==> src/rtl/sar_search.sv <==
// sar_search -- successive-approximation search against an external
// combinational magnitude comparator.
//
// The engine drives a candidate (guess) onto comparator operand a, samples the
// eq/lt/gt flags once per SEARCH edge, and narrows a [lo, hix) range by binary
// search until the target is matched, the range is exhausted, or the flags are
// inconsistent.
//
// Ports:
//   clk, rst        rising-edge clock, asynchronous active-high reset
//   start           begin a search (sampled only in IDLE)
//   guess           registered candidate driven to the comparator
//   cmp_eq/lt/gt    comparator flags for the current guess
//   busy            high while searching
//   done            one-cycle pulse after the terminating edge
//   found / err     outcome of the last search, held until the next start
//   result          matched value (valid when found)
//   probes          comparisons used by the last or current search
module sar_search #(
    parameter int WIDTH = 4,
    parameter int CW    = $clog2(WIDTH + 2)
) (
    input  logic             clk,
    input  logic             rst,
    input  logic             start,
    output logic [WIDTH-1:0] guess,
    input  logic             cmp_eq,
    input  logic             cmp_lt,
    input  logic             cmp_gt,
    output logic             busy,
    output logic             done,
    output logic             found,
    output logic             err,
    output logic [WIDTH-1:0] result,
    output logic [CW-1:0]    probes
);

    typedef enum logic {IDLE = 1'b0, SEARCH = 1'b1} state_t;

    state_t           state, state_nx;
    // lo is inclusive, hix exclusive; both need one extra bit so hix can
    // hold 2^WIDTH and lo can step past the top value.
    logic [WIDTH:0]   lo, lo_nx, hix, hix_nx;
    logic [WIDTH:0]   lo_upd, hix_upd;
    logic [WIDTH-1:0] guess_nx, result_nx;
    logic [CW-1:0]    probes_nx;
    logic             done_nx, found_nx, err_nx;
    logic             one_hot;

    assign busy    = (state == SEARCH);
    assign one_hot = ({cmp_eq, cmp_lt, cmp_gt} == 3'b100) ||
                     ({cmp_eq, cmp_lt, cmp_gt} == 3'b010) ||
                     ({cmp_eq, cmp_lt, cmp_gt} == 3'b001);

    always_ff @(posedge clk or posedge rst) begin
        if (rst) begin
            state  <= IDLE;
            lo     <= '0;
            hix    <= '0;
            guess  <= '0;
            result <= '0;
            probes <= '0;
            done   <= 1'b0;
            found  <= 1'b0;
            err    <= 1'b0;
        end else begin
            state  <= state_nx;
            lo     <= lo_nx;
            hix    <= hix_nx;
            guess  <= guess_nx;
            result <= result_nx;
            probes <= probes_nx;
            done   <= done_nx;
            found  <= found_nx;
            err    <= err_nx;
        end
    end

    always_comb begin
        state_nx  = state;
        lo_nx     = lo;
        hix_nx    = hix;
        guess_nx  = guess;
        result_nx = result;
        probes_nx = probes;
        done_nx   = 1'b0;
        found_nx  = found;
        err_nx    = err;
        lo_upd    = lo;
        hix_upd   = hix;

        case (state)
            IDLE: begin
                if (start) begin
                    state_nx  = SEARCH;
                    lo_nx     = '0;
                    hix_nx    = {1'b1, {WIDTH{1'b0}}};
                    guess_nx  = {1'b1, {(WIDTH-1){1'b0}}};
                    probes_nx = '0;
                    found_nx  = 1'b0;
                    err_nx    = 1'b0;
                    result_nx = '0;
                end
            end

            SEARCH: begin
                probes_nx = probes + CW'(1);
                if (!one_hot) begin
                    // Broken comparator or floating flags: abort, result stays 0.
                    state_nx = IDLE;
                    done_nx  = 1'b1;
                    err_nx   = 1'b1;
                    found_nx = 1'b0;
                end else if (cmp_eq) begin
                    state_nx  = IDLE;
                    done_nx   = 1'b1;
                    found_nx  = 1'b1;
                    result_nx = guess;
                end else begin
                    if (cmp_lt)
                        lo_upd  = {1'b0, guess} + {{WIDTH{1'b0}}, 1'b1};
                    else
                        hix_upd = {1'b0, guess};
                    lo_nx  = lo_upd;
                    hix_nx = hix_upd;
                    if (lo_upd >= hix_upd) begin
                        // Empty range: target is not reachable with these flags.
                        state_nx = IDLE;
                        done_nx  = 1'b1;
                    end else begin
                        // Sum needs WIDTH+2 bits; the midpoint always fits WIDTH.
                        guess_nx = WIDTH'(({1'b0, lo_upd} + {1'b0, hix_upd}) >> 1);
                    end
                end
            end

            default: state_nx = IDLE;
        endcase
    end

endmodule

==> config.mk <==
export PLATFORM = sky130hd
export DESIGN_NAME = sar_search
export DESIGN_NICKNAME = d
export VERILOG_FILES = /design/src/rtl/sar_search.sv
export SDC_FILE = /design/constraint.sdc
export NUM_CORES = 1
export LEC_CHECK = 0
export ABC_AREA = 1
export CORE_AREA = 4 4 61 63
export DETAILED_ROUTE_END_ITERATION = 16
export DIE_AREA = 0 0 65 67
export PLACE_DENSITY = 0.82
export SLEW_MARGIN = 40
export SYNTH_ARGS = -nofsm -noshare
export SYNTH_HDL_FRONTEND = slang
export SYNTH_SLANG_ARGS = --single-unit
export TNS_END_PERCENT = 1
==> constraint.sdc <==
create_clock -name clk -period 5.24 [get_ports clk]
set_input_delay 1.048 -clock clk [delete_from_list [all_inputs] [get_ports clk]]
set_output_delay 1.048 -clock clk [all_outputs]
set_load 0.005 [all_outputs]
Yosys cells after proc, flatten, opt, wreduce, memory -nomap -nowiden
Index checks and enable logic that the tools add are counted.
{ "word_totals": {"regBits": 25, "in_bits": 6, "output_inout_bits": 15, "elab_cells": 73} }
{ "classes": {"addsub": 3, "magnitude_cmp": 1, "eq_ne": 10, "muxes": 42, "n_bitwise": 1, "reduce_logical": 7} }
{ "ops": {"columns": ["op", "count"], "rows": [
  ["5-bit two-way mux", 14],
  ["4-bit two-way mux", 7],
  ["5-bit one-hot mux with 2 select lines", 2],
  ["4-bit one-hot mux with 2 select lines", 2],
  ["1-bit two-way mux", 12],
  ["2-bit inequality test (second input constant)", 5],
  ["1-bit one-hot mux with 2 select lines", 3],
  ["3-bit one-hot mux with 2 select lines", 1],
  ["3-bit AND reduction", 2],
  ["4-bit by 1-bit adder with 5-bit output (second input constant)", 1],
  ["5-bit adder", 1],
  ["5-bit >= comparator", 1],
  ["2-bit AND reduction", 2],
  ["4-bit AND reduction", 1],
  ["3-bit by 1-bit adder with 3-bit output (second input constant)", 1],
  ["3-bit by 1-bit equality test with 1-bit output (second input constant)", 1],
  ["3-bit by 2-bit equality test with 1-bit output (second input constant)", 1],
  ["3-bit equality test (second input constant)", 1],
  ["3-bit two-way mux", 1],
  ["3-bit inequality test (second input constant)", 1],
  ["1-bit logical OR", 2],
  ["2-bit by 1-bit inequality test with 1-bit output (second input constant)", 1],
  ["1-bit inverter", 1]
]} }

Longest topological paths before layout
{ "logic_depth": {"depth_word": 10, "depth_mapped": 15, "mapped_depth_nobuf": 15} }

Worst setup path before layout
No wires, ideal clock.
{ "synth_timing": {"path_type": "in2reg", "start": "in cmp_lt", "end": "reg guess[0]", "setup_ns": 0.076, "arrival_ns": 2.716, "required_ns": 5.164, "setup_slack_ns": 2.447, "cell_stages": 9, "path_buffers": 2, "path_cell_list": "buf_4 > buf_4 > o21ai_0 > inv_1 > ha_1 > inv_1 > fa_1 > or2_2 > o21ai_1"} }
{ "synth_between": {"elab_chain_cells": 9, "elab_cells_between_ends": 22, "classes_between": "add/sub (1); order compare (1); eq/ne (5); mux (12); reduce/logical (3)"} }
{ "synth_lines": {"columns": ["item", "line_no", "rtl"], "rows": [
  ["start, declared", "28", "input logic cmp_lt,"],
  ["5-bit two-way mux", "120", "if (cmp_lt)"],
  ["5-bit two-way mux", "114", "end else if (cmp_eq) begin"],
  ["5-bit two-way mux", "108", "if (!one_hot) begin"],
  ["5-bit two-way mux", "92", "case (state)"],
  ["5-bit adder", "132", "guess_nx = WIDTH'(({1'b0, lo_upd} + {1'b0, hix_upd}) >> 1);"],
  ["4-bit two-way mux", "126", "if (lo_upd >= hix_upd) begin"],
  ["4-bit two-way mux", "114", null],
  ["4-bit two-way mux", "108", null],
  ["4-bit one-hot mux with 2 select lines", "92", null],
  ["end signal, assigned", "70", "guess <= guess_nx;"],
  ["end, declared", "26", "output logic [WIDTH-1:0] guess,"]
]} }
Parallel ways exist; a longest one is shown, timed or not. The select of a mux whose other input is x is not followed.
A chain may end at the register's enable or synchronous reset.

Worst setup path after layout
Same ends and word-level chain as after synthesis.

==> metrics.md <==
| Metric | Value |
|---|---|
| Status | complete, no violations |
| MaxCap Viol Count | 0 |
| CTS Hold Buffers Added | 0 |
| Gp weighted congestion | 0.961 |
| DR pass1 iterations | 4 |
| IO Pins | 21 |
| First-pass GRT wire length | 5520 um |
| Post-synth EDFFs | 0 |
| Synth Area in Adders | 10.4% |
| Library cells used by synthesis | 23 |
| Clock-pin transition on the worst setup and hold timing paths | 0.14 ns |
| Hold Path Class | reg2reg |
| Synthesized Nets | 214 |
| Syn. warnings | 0 |
| Vias | 1288 |
| Cell Area, Synth | 1510 um2 |
| Worst slew pin tran | 0.668 ns |
| Std-Cell Rows | 21 |
| Dpl hpwl | 2360 um |
| Main combinational cell family by area after synthesis | simple AND/OR/NAND/NOR gates |
| Peak fanout along the critical path | 22 |
| Synth cell count leaders | nand2_1 (52), inv_1 (31), dfrtp_1 (25) |
| Clk_skew | 0.0117 ns |
| VDD IR max | 0.000218 V |
| Critical path capture point type | flop |
| Clk root buf | clkbuf_4 |
| Routed Antenna Nets | 0 |
| DRT iter0 DRCs | 78 |
| Pre-CTS setup slack | 1.60 ns |
| Register area share after synthesis | 41.4% |
| Crit share post-route | 62.9% |
| Later-pin clock latency in the skew report | 0.33 ns |
| Inserted Clock Buffers | 3 |
| Die Area | 4360 um2 |
| Initial antenna violation count | 0 |
| Nets | 235 |
| Die width | 65 um |
| # fillers | 310 |
| Worst slew margin | 55.3% |
| Vias in the first global route | 1216 |
| Pleak | 0.938 nW |
| Endpoints failing setup | 0 |
| CTS H-tree depth | 1 |
| CTS resizes | 0 |
| XOR/XNOR Fraction of Synth Area | 0.579% |
| Simple-gate area share of the yosys netlist | 24.8% |
| Final Hold Fails | 0 |
| Leading area contributor after synthesis | dfrtp_1 |
| Synth Area per Inst | 7.72 um2 |
| Slew Limit Fails | 0 |
| CP startpoint kind | primary input |
| Critical path class | in2reg |
| Unrepaired setup endpoints after global routing | no |
| Largest net degree at the start of global routing | 26 |
| TNS Setup | 0 ns |
| Count leader, synth | nand2_1 |
| IO buf count | 20 |
| #FFs+latches synth | 25 |
| Final min period | 3.29 ns |
| Gr usage total | 16.3% |
| DRT Wirelength | 3200 um |
| Die Y-Extent | 67 um |
| Compound-Gate Fraction of Synth Area | 12.3% |
| Setup WS post-layout | 1.95 ns |
| Primary FF master, synth | dfrtp_1 |
| Clock Sinks | 25 |
| Routed WL per cell | 12.2 um |
| Remaining global-route overflow | 0 |
| Initial Util | 46.8% |
| Clk buf depth | 2 |
| Core box area | 3230 um2 |
| P&R area growth vs syn | 17.2% |
| Hold_ws | 0.506 ns |
| WP data required | 5.46 ns |
| Diode count | 0 |
| Post-synth ARST share | 100% |
| Post-CTS Setup Repair Bufs | 0 |
| Multiplexer fraction of the synthesized cell area | 0.662% |
| Synthesized netlist cell count | 196 |
| WP data arrival | 3.52 ns |
| Post-synth top area share | 41.4% |
| DRC Markers | 0 |
| Fmax | 0.304 GHz |
| Fraction of layout cells with a size suffix above 1 | 6.02% |
| Vias/cell | 4.92 |
| CTS tree | done |
| PwrDens | 397 nW/um2 |
| Top post-synthesis cells by area | dfrtp_1 (41%), nand2_1 (13%), ha_1 (9.1%) |
cells in the final DEF (no fill, tap or decap), drive strengths merged:
cell / instances
nand2: 56
inv: 33
dfrtp: 25
nand3: 20
clkdlybuf4s50: 20
o21ai: 19
ha: 11
a21oi: 8
nor2: 7
o22ai: 5
clkbuf: 3
nand4: 2
xor2: 1
o211ai: 1
mux2i: 1
a22o: 1
or2: 1
fa: 1
clkinv: 1
power breakdown:
group           total, W  internal [W]  leakage, nW  switching [W]
Clock          0.0000879     0.0000287       0.0177      0.0000592
Sequential      0.000296      0.000240        0.331      0.0000568
Combinational   0.000319      0.000148        0.589       0.000171
Total           0.000703      0.000416        0.938       0.000287
flip-flops by register name (all words and copies together), names as in the netlist:
| name | count |
|---|---|
| busy | 1 |
| done | 1 |
| err | 1 |
| found | 1 |
| guess | 4 |
| hix | 5 |
| lo | 5 |
| probes | 3 |
| result | 4 |
cell type report:
| cell class | count | area, um2 | area share (%) |
|---|---|---|---|
| tap | 46 | 57.6 | 3.25 |
| sequential | 25 | 626 | 35.3 |
| multi-input combinational | 134 | 738 | 41.6 |
| inverter | 33 | 124 | 6.99 |
| clock buffer | 3 | 22.5 | 1.27 |
| clock inverter | 1 | 5.00 | 0.282 |
| timing repair buffer | 20 | 200 | 11.3 |
critical path, stage by stage:
cell	delay (ns)
clkdlybuf4s50_1	0.90
nand4_1	0.25
mux2i_1	0.35
ha_1	0.33
nand2_1	0.10
inv_1	0.04
nand2_1	0.05
nand3_1	0.09
nand2_1	0.14
nand2_4	0.10
nand2_1	0.06
o21ai_1	0.06
final timing paths:
| path | from | endpoint | slack, ns | cells past startpoint |
|---|---|---|---|---|
| max | cmp_lt | guess[0] | 1.95 | 12 |
| min in group asynchronous | rst | busy | 1.05 | 2 |
| min reg2reg | found | found | 0.51 | 2 |
| max reg2reg | guess[0] | guess[0] | 3.02 | 13 |
| min | found | found | 0.51 | 2 |
| max in group asynchronous | rst | result[3] | 3.83 | 2 |
layer usage:
| metal | GRT usage (%) | part of all wire, % | vias up |
|---|---|---|---|
| li1 | - | - | 671 |
| met2 | 26.8 | 47 | 28 |
| met1 | 21.8 | 48 | 585 |
| met5 | 0 | 0 | - |
| met3 | 3.54 | 4.2 | 4 |
| met4 | 3.69 | 0.75 | 0 |
cells by family after synthesis:
kind of cell | Yosys count
XOR/XNOR | 1
multiplexers | 1
AND/OR/NAND/NOR | 86
adder cells (fa/ha/maj) | 12
buffers and inverters | 37
AO/OA/AOI/OAI | 34
flip-flops | 25
through the flow:
| stage | cells | area (um2) | utilization [%] | power [W] |
|---|---|---|---|---|
| after floorplan | 196 | 1510 | - | 0.000483 |
| after global placement | 258 | 1750 | 54.0 | 0.000610 |
| after detailed placement | 258 | 1750 | 54.0 | 0.000618 |
| after CTS | 262 | 1770 | 54.9 | 0.000709 |
| after global routing | 262 | 1770 | 54.9 | 0.000771 |
| final | 262 | 1770 | 54.9 | 0.000703 |
(Power assumes the default switching activity.)
